$ cat src/rtl/pipe_stage_chain.sv
// DEPTH-stage pipeline register chain with stall, flush-to-bubble, debug freeze and stage readback.
// Optional retired-entry counter is built only when PIPE_RETIRE_CNT_EN is defined.

module pipe_stage_reg #(
    parameter int NB_DATA = 32,
    parameter int NB_CTRL = 4
) (
    input  logic               i_clk,
    input  logic               i_reset,
    input  logic               i_advance,
    input  logic               i_squash,
    input  logic               i_valid,
    input  logic [NB_DATA-1:0] i_data,
    input  logic [NB_CTRL-1:0] i_ctrl,
    output logic               o_valid,
    output logic [NB_DATA-1:0] o_data,
    output logic [NB_CTRL-1:0] o_ctrl
);
    logic               valid_q, valid_d;
    logic [NB_DATA-1:0] data_q,  data_d;
    logic [NB_CTRL-1:0] ctrl_q,  ctrl_d;

    // Squash clears valid and ctrl together so a bubble never carries write-enables.
    always_comb begin
        valid_d = valid_q;
        data_d  = data_q;
        ctrl_d  = ctrl_q;
        if (i_squash) begin
            valid_d = 1'b0;
            ctrl_d  = '0;
        end else if (i_advance) begin
            valid_d = i_valid;
            data_d  = i_data;
            ctrl_d  = i_ctrl;
        end
    end

    always_ff @(posedge i_clk) begin
        if (i_reset) begin
            valid_q <= 1'b0;
            data_q  <= '0;
            ctrl_q  <= '0;
        end else begin
            valid_q <= valid_d;
            data_q  <= data_d;
            ctrl_q  <= ctrl_d;
        end
    end

    assign o_valid = valid_q;
    assign o_data  = data_q;
    assign o_ctrl  = ctrl_q;
endmodule

module pipe_stage_chain #(
    parameter int NB_DATA = 32,
    parameter int NB_CTRL = 4,
    parameter int DEPTH   = 2,
    parameter int NB_SEL  = 3,
    parameter int NB_CNT  = 32
) (
    input  logic               i_clk,
    input  logic               i_reset,
    input  logic               i_dunit_clk_en,
    input  logic               i_stall,
    input  logic               i_flush,
    input  logic               i_valid,
    input  logic [NB_DATA-1:0] i_data,
    input  logic [NB_CTRL-1:0] i_ctrl,
    input  logic [NB_SEL-1:0]  i_dbg_sel,
    output logic               o_valid,
    output logic [NB_DATA-1:0] o_data,
    output logic [NB_CTRL-1:0] o_ctrl,
    output logic               o_dbg_valid,
    output logic [NB_DATA-1:0] o_dbg_data,
    output logic [NB_CTRL-1:0] o_dbg_ctrl,
    output logic [NB_CNT-1:0]  o_retire_cnt
);
    logic advance;
    logic squash;

    assign advance = i_dunit_clk_en & ~i_stall & ~i_flush;
    assign squash  = i_dunit_clk_en & i_flush;

    // Index 0 is the chain input; index k+1 is the output of stage k.
    logic [DEPTH:0]              vld_pipe;
    logic [DEPTH:0][NB_DATA-1:0] data_pipe;
    logic [DEPTH:0][NB_CTRL-1:0] ctrl_pipe;

    assign vld_pipe[0]  = i_valid;
    assign data_pipe[0] = i_data;
    assign ctrl_pipe[0] = i_valid ? i_ctrl : '0;

    for (genvar g = 0; g < DEPTH; g++) begin : g_stage
        pipe_stage_reg #(
            .NB_DATA (NB_DATA),
            .NB_CTRL (NB_CTRL)
        ) u_stage (
            .i_clk     (i_clk),
            .i_reset   (i_reset),
            .i_advance (advance),
            .i_squash  (squash),
            .i_valid   (vld_pipe[g]),
            .i_data    (data_pipe[g]),
            .i_ctrl    (ctrl_pipe[g]),
            .o_valid   (vld_pipe[g+1]),
            .o_data    (data_pipe[g+1]),
            .o_ctrl    (ctrl_pipe[g+1])
        );
    end

    assign o_valid = vld_pipe[DEPTH];
    assign o_data  = data_pipe[DEPTH];
    assign o_ctrl  = ctrl_pipe[DEPTH];

    // Out-of-range selects fall through to zero.
    always_comb begin
        o_dbg_valid = 1'b0;
        o_dbg_data  = '0;
        o_dbg_ctrl  = '0;
        for (int k = 0; k < DEPTH; k++) begin
            if (i_dbg_sel == NB_SEL'(k)) begin
                o_dbg_valid = vld_pipe[k+1];
                o_dbg_data  = data_pipe[k+1];
                o_dbg_ctrl  = ctrl_pipe[k+1];
            end
        end
    end

`ifdef PIPE_RETIRE_CNT_EN
    logic [NB_CNT-1:0] cnt_q, cnt_d;

    // Only entries shifted out of the last stage count; squashed ones do not.
    always_comb begin
        cnt_d = cnt_q;
        if (advance && vld_pipe[DEPTH] && (cnt_q != {NB_CNT{1'b1}}))
            cnt_d = cnt_q + NB_CNT'(1);
    end

    always_ff @(posedge i_clk) begin
        if (i_reset) cnt_q <= '0;
        else         cnt_q <= cnt_d;
    end

    assign o_retire_cnt = cnt_q;
`else
    assign o_retire_cnt = '0;
`endif
endmodule

$ cat config.mk
export PLATFORM = sky130hd
export DESIGN_NAME = pipe_stage_chain
export DESIGN_NICKNAME = d
export VERILOG_FILES = /design/src/rtl/pipe_stage_chain.sv
export SDC_FILE = /design/constraint.sdc
export NUM_CORES = 1
export LEC_CHECK = 0
export ABC_AREA = 0
export CAP_MARGIN = 20
export CORE_MARGIN = 1
export CORE_UTILIZATION = 42
export DETAILED_ROUTE_END_ITERATION = 8
export PLACE_DENSITY = 0.78
export SYNTH_ARGS = -nofsm -noshare
export SYNTH_HDL_FRONTEND = slang
export SYNTH_HIERARCHICAL = 1
export SYNTH_SLANG_ARGS = --single-unit
$ cat constraint.sdc
create_clock -name i_clk -period 1.4 [get_ports i_clk]
set_input_delay 0.35 -clock i_clk [delete_from_list [all_inputs] [get_ports i_clk]]
set_output_delay 0.35 -clock i_clk [all_outputs]
set_load 0.005 [all_outputs]
==> results of run 1 <==
[per-layer routing]
metal / track usage (%) / wire length (um)
met1: 29.23 / 5619
met2: 40.70 / 6880
met3: 4.700 / 648
met5: 0 / 0
met4: 9.256 / 153
[registers in the layout, indices dropped and copies added (netlist names)]
| signal | count |
|---|---|
| g_stage.u_stage/o_valid | 2 |
| g_stage.u_stage/o_ctrl | 8 |
| g_stage.u_stage/o_data | 64 |
[power groups by stage]
stage | clock [uW] | combinational [uW] | sequential [uW]
3_5_place_dp | 0 | 667 | 2210
2_1_floorplan | 0 | 472 | 2210
4_1_cts | 1770 | 846 | 2160
6_report | 1730 | 874 | 2170
3_3_place_gp | 0 | 655 | 2210
5_1_grt | 1890 | 914 | 2170
[worst reg2reg max path, stage by stage (launching register included)]
cell and delay, ns:
dfxtp_2 0.35, buf_4 0.14, mux2i_1 0.15, nor3_2 0.06
[Yosys cell counts]
cell / number
and2_1: 5
and2b_4: 2
buf_12: 4
buf_2: 14
buf_4: 34
buf_6: 20
clkbuf_4: 4
conb_1: 1
dfxtp_1: 74
mux2i_1: 47
nand2b_1: 54
nand2b_4: 10
nand4bb_1: 64
nor2_1: 37
nor3_2: 10
nor3b_1: 1
o21ai_1: 54
o21ai_2: 10
or2_1: 1
[cells by family after synthesis]
group           count (synthesis)
compound gates                 64
flops                          74
buf+inv                        76
mux                            47
simple gates                  184
other cells                     1
[cell type report]
| type | count | area share [%] |
|---|---|---|
| Multi-Input combinational cell | 327 | 41.73 |
| Timing Repair Buffer | 218 | 30.27 |
| Sequential cell | 74 | 22.50 |
| Tap cell | 136 | 2.504 |
| Clock buffer | 10 | 2.025 |
| Clock inverter | 6 | 0.9757 |
[worst min-delay path by stage]
| stage | from | endpoint | slack [ns] | cells past startpoint |
|---|---|---|---|---|
| detailed placement | g_stage[0].u_stage/o_data[11] | g_stage[0].u_stage/o_data[11] | 0.48 | 2 |
| finish | g_stage[0].u_stage/o_data[11] | g_stage[0].u_stage/o_data[11] | 0.49 | 2 |
| floorplan | g_stage[0].u_stage/o_data[10] | g_stage[0].u_stage/o_data[10] | 0.45 | 2 |
| global route | i_reset | g_stage[1].u_stage/o_valid | 0.51 | 3 |
| CTS | i_reset | g_stage[1].u_stage/o_valid | 0.48 | 3 |
| global placement | g_stage[0].u_stage/o_data[19] | g_stage[0].u_stage/o_data[19] | 0.47 | 2 |
[timing repair]
item	in CTS	in global routing
pin swaps	28	15
setup buffers	18	3
cloned	7	0
gates resized for setup	349	61
setup endpoints to repair	148	106
[per-stage QoR]
stage	instance area, um^2	hold slack [ns]
floorplan	4596	0.4540
global placement	6040	0.4651
detailed placement	6040	0.4783
CTS	6718	0.4791
global route	6797	0.5065
finish	6797	0.4871
==> impl.org, run 1 <==
** Status
- Outcome :: complete, but fails checks
- Violated checks :: negative setup slack

** Synth
- Post-synthesis simple-gate area fraction :: 33.53%
- Largest cells by area after synthesis :: dfxtp_1 33%, nand4bb_1 16%, mux2i_1 11%, nand2b_1 7.6%, o21ai_1 6.0%
- Portion of netlist area occupied by mux cells :: 10.51%
- Number of cells produced by synthesis :: 446
- Post-synthesis xor/xnor area fraction :: 0%
- After synthesis, the netlist uses 19 different library cells.
- After synthesis the cells add up to 4474 um^2.
- After Yosys synthesis, full adders, half adders and majority gates account for 0% of the synthesized area.
- Portion of the post-synthesis area used by sequential elements :: 33.11%
- Compound-gate portion of the synthesized area :: under 10%
- Total of flip-flops plus latches after synthesis :: between 70 and 80
- Synth top area share :: 33.11%
- Combinational family with the most area after synthesis :: simple AND/OR/NAND/NOR gates
- Average instance area after synthesis :: 10.03 um^2
- During synthesis, Yosys emitted a total of 6 warnings.
- Library cell occupying the most area in the post-synthesis netlist :: dfxtp_1

** Routing
- Detail-routed net length per standard cell :: approximately 17 um
- In this run the remaining antenna-violating nets after routing total 0.
- After detailed routing, the number of remaining DRC violations is 0.
- The pre-antenna-repair detailed-routing pass consisted of 4 iterations.
- After detailed routing, the total wire length is between 10000 and 15000 um.
- Via count :: around 4000
- Using the TritonRoute via totals, the vias-per-cell ratio works out to between 5 and 6.
- Drt first-iter violations :: between 100 and 150

** CTS
- Clock Latency Late Sink :: between 0.3 and 0.4 ns
- Number of hold buffers added after cts :: 0
- Root Driver :: clkbuf_8
- Maximum buffer depth of the clock tree :: 2
- Clock net sink count :: 74
- Maximum level of the CTS H-tree :: 3
- Clock tree synthesis inserted a total of 9 buffers.
- TritonCTS built the clock tree.
- After clock tree synthesis, the clock-pin slew on the worst setup and hold paths is ~0.08 ns.

** Power and ir drop
- Internal power comes to about 3500 uW.
- Dividing total power by cell area gives a power density of 702.3 nW/um^2.
- NetSw :: 1267 uW
- Logic gate share of total power :: a little under a fifth
- In this run switching power makes up a little over a quarter of total power.
- VDD sags by at most about 0.00044 V.
- The clock network is responsible for a little over a third of the overall power.
- In this run the static leakage power is 0.002704 uW.
- Final Power :: ~4800 uW
- The share of total power dissipated in sequential elements is 45.4%.

** Critical path
- The setup path with the least slack is of type input port to output pin.
- The most numerous cell type found on the critical path is buf_12.
- In this run the worst path has a maximum fanout of 8.
- The worst setup path is captured at an output pin.
- Data on the critical path is required at its endpoint by approximately 1.1 ns.
- For this run, the slowest stage of the critical path takes about 0.3 ns.
- Measured in cells, the most critical reg-to-reg path has a length of 3.
- The startpoint identified for the worst register-to-register timing path is g_stage[1].u_stage/o_ctrl[1].
- In this run the worst setup path begins at i_dbg_sel[0].
- R2r endpoint :: g_stage[1].u_stage/o_ctrl[1]
- Crit path arrival time :: about 1.2 ns
- In this run the register-to-register setup slack is ~0.58 ns.
- Largest delay contributor family on the critical path :: buffers and inverters
- Worst Setup Start Kind :: input port
- Following the worst setup path forward leads to its endpoint at o_dbg_data[17].
- The critical path crosses 6 cells after its start point.
- Slowest CP cell :: mux2i_2
- The critical path contains buffers and inverters numbering 4 combined.
- Cell-by-cell listing of the critical path :: buf_12 > buf_12 > buf_16 > mux2i_2 > nor2_4 > buf_2

** Finish
- Area Overhead vs Synth :: 51.90%
- Combined area of the multi-input logic cells :: between 2000 and 3000 um^2
- Nets@finish :: ~680
- Sequential cell area :: around 1500 um^2
- Most frequent cells in the layout :: 68 x buf_4, 64 x nand4bb_1, 54 x nand2b_1, 54 x o21ai_1, 39 x buf_2
- The repair_antennas step left the layout with diodes totalling 0.
- Number of filler cells placed in the layout :: just under 800
- Share of post-route cells with drive strength above 1 :: a little under half
- Final core area utilization :: 65.83%
- Post-layout instance count excluding filler cells :: a little under 800
- Most common cell after layout, fill and taps aside :: buf_4

** Floorplan
- In this run the core area contains 37 standard-cell rows.
- Starting Density :: a little over two fifths
- From bottom edge to top edge, the die measures roughly 110 um.
- The region available for standard cell placement spans 10320 um^2.
- I/O pin count :: about 150
- Measured along the x axis, the die boundary spans between 100 and 150 um.
- Die area :: 11070 um^2

** Global routing
- The via count of the first global-routing pass was a little over 4000.
- Pin count of the biggest net entering global routing :: 75
- Final global-route overflow total :: 0
- The first global-routing pass estimated roughly 21000 um of wire.
- The number of antenna violations at the first check in global routing is 0.
- Global-route total usage across every layer :: about a quarter

** Timing
- Share of the cycle needed by the critical path after routing :: 112.5%
- The count of pins over their slew limit came to 0.
- Time the worst path needs with I/O delays and setup :: around 1.6 ns
- Hold violation total from the final report :: 0
- Across all setup checks in the final design, the least slack found is -0.1747 ns.
- Setup repair after global routing could not meet its margin everywhere.
- Maximum achievable frequency :: approximately 0.64 GHz
- Setup violations remaining at the end of the flow were counted as 37.
- For the final routed database, the setup TNS stands at -4.204 ns.
- Layout Skew :: between 0.006 and 0.007 ns

** Placed design
- Post-detail-place hpwl :: 7921 um
- Input and output buffers added on the ports amount to ~120.
- DP Worst Slack :: -0.8830 ns
- The congestion estimate from routability-driven global placement came to a little under 0.8.
- Placed Instances :: 732

** Min path
- In this run the worst hold path is classified as register to register.

** Run
- Maximum Capacitance Violations :: 0
Power figures use the tool's default switching activity.
==> run 2: changes to the inputs <==
Settings changed: CORE_ASPECT_RATIO set to 1.1, CTS_CLUSTER_SIZE set to 16, REMOVE_ABC_BUFFERS set to 1.
==> impl.org, run 2 (synthesis gave the netlist of run 1 again) <==
** Status
- Outcome :: complete, but fails checks (unchanged)
- Violated checks :: negative setup slack (unchanged)

** Global routing
- Pin count of the biggest net entering global routing :: 66 (was 75)
- Global-route total usage across every layer :: 22.78% (was 23.76%)
- The via count of the first global-routing pass is 3779 (was 4093).
- Final global-route overflow total :: 0 (unchanged)
- The first-pass GRT wire length was 19260 um (was 20710 um).
- The number of antenna violations at the first check in global routing came to 0 (unchanged).

** CTS
- The maximum root-to-sink buffer count was 2 (unchanged).
- The clock-pin transition on the worst setup and hold timing paths is 0.06 ns (was 0.08 ns).
- The count of clock tree sinks was 74 (unchanged).
- Clock buffers created by TritonCTS :: 9 (unchanged)
- Root Driver :: clkbuf_16 (was clkbuf_8)
- The later-pin clock latency in the skew report is 0.32 ns (was 0.35 ns).
- Maximum level of the CTS H-tree :: 3 (unchanged)
- The clock tree from TritonCTS is yes (unchanged).
- Number of hold buffers added after cts :: 0 (unchanged)

** Timing
- The count of pins over their slew limit is 0 (unchanged).
- The worst slack on hold paths was 0.4467 ns (was 0.4871 ns).
- Final setup vio count :: 37 (unchanged)
- The maximum frequency from static timing analysis was 0.5950 GHz (was 0.6351 GHz).
- Setup repair after global routing missed its margin :: true (unchanged)
- The hold violation count in the final report came to 0 (unchanged).
- The accumulated negative setup slack came to -6.543 ns (was -4.204 ns).
- The share of the clock period used by the worst path after layout is 120.0% (was 112.5%).
- The clock period minus worst slack was 1.681 ns (was 1.575 ns).
- Layout Skew :: 0.004345 ns (was 0.006502 ns)
- Post-route worst setup slack :: -0.2805 ns (was -0.1747 ns)

** Power and ir drop
- Power density normalized to cell area :: 821.7 nW/um^2 (was 702.3 nW/um^2)
- The static leakage came to 0.002726 uW (was 0.002704 uW).
- Logic gate share of total power :: 15.2% (was 18.3%)
- The switching fraction of total power is 22.46% (was 26.54%).
- NetSw :: 1276 uW (was 1267 uW)
- The fraction of power consumed by sequential logic came to 38.2% (was 45.4%).
- The fraction of power consumed by the clock network is 46.6% (was 36.3%).
- The maximum ir drop on the vdd rail is 0.0007068 V (was 0.0004410 V).
- Internal portion of total power :: 4404 uW (was 3506 uW)

** Floorplan
- The x dimension of the die was 100.4 um (was 105.2 um).
- Core Footprint :: 10390 um^2 (was 10320 um^2)
- The die height came to 110.3 um (was 105.2 um).
- The cell row count came to 39 (was 37).
- I/O pin count :: 151 (unchanged)
- The starting density of the core came to 43.05% (was 43.34%).
- Die area :: 11070 um^2 (unchanged)

** Finish
- Most frequent cells in the layout: 64 x nand4bb_1, 54 x nand2b_1, 54 x o21ai_1, 54 x buf_4, 43 x dfxtp_1 (was 68 x buf_4, 64 x nand4bb_1, 54 x nand2b_1, 54 x o21ai_1, 39 x buf_2).
- The most common cell after layout, fill and taps aside is nand4bb_1 (was buf_4).
- The final instance area is 6912 um^2 (was 6797 um^2).
- The antenna diode instance count was 0 (unchanged).
- Largest register FFs :: 64 (unchanged)
- The utilization after layout is 66.50% (was 65.83%).
- The area growth from synthesis to layout is 54.47% (was 51.90%).
- Share of post-route cells with drive strength above 1 :: 41.61% (was 47.24%)
- Nets@finish :: 661 (was 675)

** Critical path
- Endpoint class of the critical path :: output pin (unchanged)
- The cell depth of the worst flop-to-flop path was 3 (unchanged).
- Crit path arrival time :: 1.33 ns (was 1.22 ns)
- The element type at the critical path start is an input port (unchanged).
- The startpoint of the worst-slack reg-to-reg timing path was g_stage[1].u_stage/o_ctrl[3] (was g_stage[1].u_stage/o_ctrl[1]).
- Critical Path Fanout Max :: 6 (was 8)
- Worst setup path category :: input port to output pin (unchanged)
- The flop-to-flop setup slack came to 0.59 ns (was 0.58 ns).
- The destination of the worst register-to-register timing path is g_stage[1].u_stage/o_ctrl[3] (was g_stage[1].u_stage/o_ctrl[1]).
- The required arrival time at the worst endpoint is 1.05 ns (about the same).

** Routing
- Final wirelength :: 12760 um (was 13300 um)
- Via count :: 3899 (was 3969)
- The DRC violation count after routing was 0 (unchanged).
- 1st-pass router iterations :: 4 (unchanged)
- Via count normalized by instance count :: 5.110 (was 5.148)
- The per-cell routed wire length was 16.72 um (was 17.25 um).
- The first-iteration detailed-routing DRC count was 205 (was 146).
- The number of nets with antenna violations after routing came to 0 (unchanged).

** Placed design
- The count of input and output buffers is 118 (unchanged).
- Post-detail-place hpwl :: 7476 um (was 7921 um)
- DP Worst Slack :: -0.8382 ns (was -0.8830 ns)
- The placer congestion estimate was 0.7488 (was 0.7718).
- The standard cell area after detailed placement is 5904 um^2 (was 6040 um^2).

** Min path
- Number of cells traversed by the worst hold path :: 3 (was 2)
- The terminating pin of the worst hold path was g_stage[0].u_stage/o_data[7] (was g_stage[0].u_stage/o_data[11]).
- Worst hold start :: i_reset (was g_stage[0].u_stage/o_data[11])
- The class of the tightest hold or removal check is input port to register (was register to register).

** Run
- Maximum Capacitance Violations :: 0 (unchanged)
==> run 2: changes by cell type in the layout (fill, tap and decap cells not counted), sizes merged <==
| cell | change |
|---|---|
| buf | -18 |
| clkbuf | -14 |
| dlygate4sd2 | +12 |
| clkdlybuf4s15 | +8 |
| bufinv | +2 |
| clkinvlp | -2 |
| dlymetal6s2s | -2 |
| clkinv | -1 |
==> run 2: critical path, stage by stage <==
cell and delay, ns:
buf_6 0.09, or2_4 0.33, buf_6 0.17, buf_16 0.14
nor2_1 0.11, buf_2 0.14
==> run 2: routing by layer <==
metal	share of wire (%)	up-vias	GRT usage, %
li1	-	1849	-
met1	41	1901	27.08
met2	53	139	42.07
met3	4.6	10	3.783
met4	1.3	0	6.625
met5	0	-	0
==> run 2: how the worst max path moves through the flow <==
stage                             from                      endpoint  cells past startpoint
after global placement    i_dbg_sel[1]                o_dbg_data[16]                      5
after detailed placement  i_dbg_sel[1]                o_dbg_data[16]                      5
after floorplan                i_stall  g_stage[0].u_stage/o_data[0]                      3
after global routing      i_dbg_sel[2]                o_dbg_data[11]                      6
final                     i_dbg_sel[2]                o_dbg_data[11]                      6
after CTS                 i_dbg_sel[2]                o_dbg_data[20]                      6
==> run 2: repair_timing <==
item / in CTS / in global routing
cloned: 8 / 1
pin swaps: 24 / 12
endpoints found under the hold margin: 0 / 0
resized for setup: 268 / 94
endpoints found under the setup margin: 135 / 57
setup buffers: 10 / 7
==> run 2: power groups by stage <==
| stage | clock, uW | combinational, uW | sequential (uW) |
|---|---|---|---|
| 4_1_cts | 2680 | 787 | 2160 |
| 3_5_place_dp | 0 | 641 | 2210 |
| 2_1_floorplan | 0 | 265 | 2210 |
| 3_3_place_gp | 0 | 627 | 2210 |
| 5_1_grt | 2780 | 909 | 2170 |
| 6_report | 2650 | 861 | 2170 |
==> run 2: layout make-up <==
type	instances	area, um^2
clock inverter	5	102.6
multi-input combinational	327	2830
clock buffer	10	239.0
sequential	74	1520
timing repair buffer	204	2041
tap	143	178.9
fill	825	3482
==> run 2: through the flow <==
stage	instances	power [uW]
floorplan	401	2473
global placement	724	2834
detailed placement	724	2851
CTS	756	5635
global route	763	5858
finish	763	5679
==> run 3: changes to the inputs <==
Settings changed: CORE_UTILIZATION 42 to 43, CTS_BUF_LIST set to sky130_fd_sc_hd__clkbuf_8, PLACE_DENSITY 0.78 to 0.79, SKIP_LAST_GASP set to 1, SLEW_MARGIN set to 40.
==> impl.org, run 3 (synthesis gave the netlist of run 1 again) <==
** Critical path
- The endpoint kind of the worst setup timing path is an output pin (unchanged).
- The element type at the critical path start is an input port (unchanged).
- The critical path's most frequent cell is buf_6 (unchanged).
- Crit path arrival time :: 1.40 ns (was 1.33 ns)
- The total buffers and inverters traversed by the critical path was 5 (was 4).
- Largest stage delay on the critical path :: 0.30 ns (was 0.33 ns)
- Worst setup path category :: input port to output pin (unchanged)
- Required time of the critical path :: 1.05 ns (about the same)
- Cell-by-cell listing of the critical path: buf_6 > or2_4 > buf_6 > buf_16 > buf_8 > nor2_4 > buf_2 (was buf_6 > or2_4 > buf_6 > buf_16 > nor2_1 > buf_2).
- The startpoint of the worst-slack reg-to-reg timing path was g_stage[0].u_stage/o_valid (was g_stage[1].u_stage/o_ctrl[3]).
- The highest-delay cell along the critical path is or2_4 (unchanged).
- Start point of the critical path :: i_dbg_sel[1] (was i_dbg_sel[2])
- Largest delay contributor family on the critical path :: buffers and inverters (unchanged)
- The largest fanout on the critical path was 5 (was 6).

** Finish
- Nets@finish :: 678 (was 661)
- Most frequent cells in the layout :: 64 x nand4bb_1, 63 x buf_4, 54 x nand2b_1, 53 x o21ai_1, 40 x mux2i_1 (was 64 x nand4bb_1, 54 x nand2b_1, 54 x o21ai_1, 54 x buf_4, 43 x dfxtp_1)
- Share of post-route cells with drive strength above 1 :: 42.63% (was 41.61%)
- Largest register FFs :: 64 (unchanged)
- The most common cell after layout, fill and taps aside was nand4bb_1 (unchanged).
- The area growth from synthesis to layout is 51.90% (was 54.47%).
- The final instance area came to 6797 um^2 (was 6912 um^2).
- Number of diodes :: 0 (unchanged)

** Run
- Maximum Capacitance Violations :: 0 (unchanged)

** Timing
- The share of the clock period used by the worst path after layout is 124.7% (was 120.0%).
- Setup repair after global routing missed its margin :: true (unchanged)
- The clock skew after layout was 0.01156 ns (was 0.004345 ns).
- The setup-violating endpoint count in the final report was 37 (unchanged).
- The maximum frequency from static timing analysis came to 0.5729 GHz (was 0.5950 GHz).
- Max-slew violation total from the final report :: 0 (unchanged)
- Time the worst path needs with I/O delays and setup :: 1.746 ns (was 1.681 ns)
- Post-route worst setup slack :: -0.3455 ns (was -0.2805 ns)
- The accumulated negative setup slack was -7.210 ns (was -6.543 ns).
- The hold violation count in the final report was 0 (unchanged).

** Floorplan
- The number of top-level design ports was 151 (unchanged).
- Vertical extent of the die :: 109.0 um (was 110.3 um)
- The cell row count was 38 (was 39).
- Core Footprint :: 9985 um^2 (was 10390 um^2)
- Chip width :: 99.26 um (was 100.4 um)
- Starting Density :: 44.81% (was 43.05%)
- Die area :: 10820 um^2 (was 11070 um^2)

** CTS
- Maximum buffer depth of the clock tree :: 2 (unchanged)
- The number of buffers created by CTS came to 9 (unchanged).
- The H-tree depth was 3 (unchanged).
- Clock net sink count :: 74 (unchanged)
- The master cell of the clock root buffer was clkbuf_8 (was clkbuf_16).
- Clock Latency Late Sink :: 0.35 ns (was 0.32 ns)
- TritonCTS clock tree :: yes (unchanged)
- CTS clk-pin slew, worst paths :: 0.07 ns (was 0.06 ns)

** Placed design
- Number of buffers inserted by port buffering :: 118 (unchanged)
- The setup slack at placement is -0.8672 ns (was -0.8382 ns).
- The detailed placement HPWL is 7312 um (was 7476 um).
- The standard cell area after detailed placement came to 5878 um^2 (was 5904 um^2).
- Global placer's final weighted congestion :: 0.7169 (was 0.7488)

** Routing
- The number of nets with antenna violations after routing is 0 (unchanged).
- Via count normalized by instance count :: 5.150 (was 5.110)
- The total vias in the final route is 3904 (was 3899).
- Final wirelength :: 13140 um (was 12760 um)
- 1st-pass router iterations :: 6 (was 4)
- The DRC violation count after routing came to 0 (unchanged).
- The per-cell routed wire length is 17.34 um (was 16.72 um).
- Drt first-iter violations :: 155 (was 205)

** Power and ir drop
- The maximum ir drop on the vdd rail was 0.0004877 V (was 0.0007068 V).
- Static power due to leakage :: 0.002790 uW (was 0.002726 uW)
- The ratio of total power to cell area came to 715.9 nW/um^2 (was 821.7 nW/um^2).

** Global routing
- Final global-route overflow total :: 0 (unchanged)
- The first-pass GRT wire length is 18830 um (was 19260 um).
- Number of global-route vias before repair :: 3644 (was 3779)
- The largest net degree at the start of global routing came to 78 (was 66).
- Number of antenna violations at the first check in global routing :: 0 (unchanged)
- The overall global routing resource usage is 22.55% (was 22.78%).

** Min path
- Worst hold start :: i_reset (unchanged)
- Worst hold path type :: input port to register (unchanged)

** Status
- Outcome: complete, but fails checks (unchanged).
- Violated checks :: negative setup slack (unchanged)
run 3: cell types whose count changed in the layout (fill, tap and decap cells not counted), moves of 6 or more:
cell / previous run / this run
mux2i_2: 9 / 3
dlygate4sd2_1: 16 / 9
buf_2: 36 / 22
nor2_1: 4 / 10
buf_4: 54 / 63
clkbuf_2: 0 / 20
clkbuf_16: 10 / 3
mux2i_1: 30 / 40
nor2_4: 30 / 23
buf_6: 8 / 17
clkbuf_8: 1 / 13
run 3: through the flow:
stage          total power (uW)  cells  hold WS, ns  utilization, %
2_1_floorplan              2473    401       0.4209               -
3_3_place_gp               2832    703       0.4635           58.87
3_5_place_dp               2847    703       0.4716           58.87
4_1_cts                    4761    737       0.4523           65.08
5_1_grt                    5017    758       0.4762           68.07
6_report                   4866    758       0.4805           68.07
run 3: cell type report:
type	count	area, um^2
Clock inverter	3	37.54
Fill cell	779	3188
Timing Repair Buffer	221	2191
Multi-Input combinational cell	327	2713
Tap cell	120	150.1
Clock buffer	13	178.9
Sequential cell	74	1526
run 3: per-layer routing:
metal / vias to the layer above / routed length (um) / track usage [%]
met4: 0 / 192 / 8.298
met5: - / 0 / 0
met3: 17 / 571 / 3.910
li1: 1879 / - / -
met1: 1879 / 5614 / 27.64
met2: 129 / 6765 / 39.68
run 3: worst paths after layout:
| kind | end | slack (ns) | cells past startpoint |
|---|---|---|---|
| max | o_dbg_data[13] | -0.35 | 7 |
| min | g_stage[1].u_stage/o_valid | 0.48 | 3 |
| max reg2reg | g_stage[1].u_stage/o_valid | 0.61 | 3 |
| min reg2reg | g_stage[0].u_stage/o_data[29] | 0.49 | 2 |
run 3: power by group:
part           total, uW  switching (uW)  internal [uW]
logic                889             375            514
clock network       1810             805           1010
registers           2160            25.3           2140
total               4870            1210           3660
run 3: timing repair:
action | in CTS | in global routing
resized for setup | 189 | 144
pin swaps | 6 | 27
gates cloned | 6 | 3
hold buffers | 0 | 0
setup endpoints to repair | 136 | 48
buffers inserted | 12 | 24
run 3: worst min-delay path, delay by kind of cell:
kind | cells | cell delay [ns]
and+or+nand+nor | 1 | 0.07
buffers and inverters | 2 | 0.33
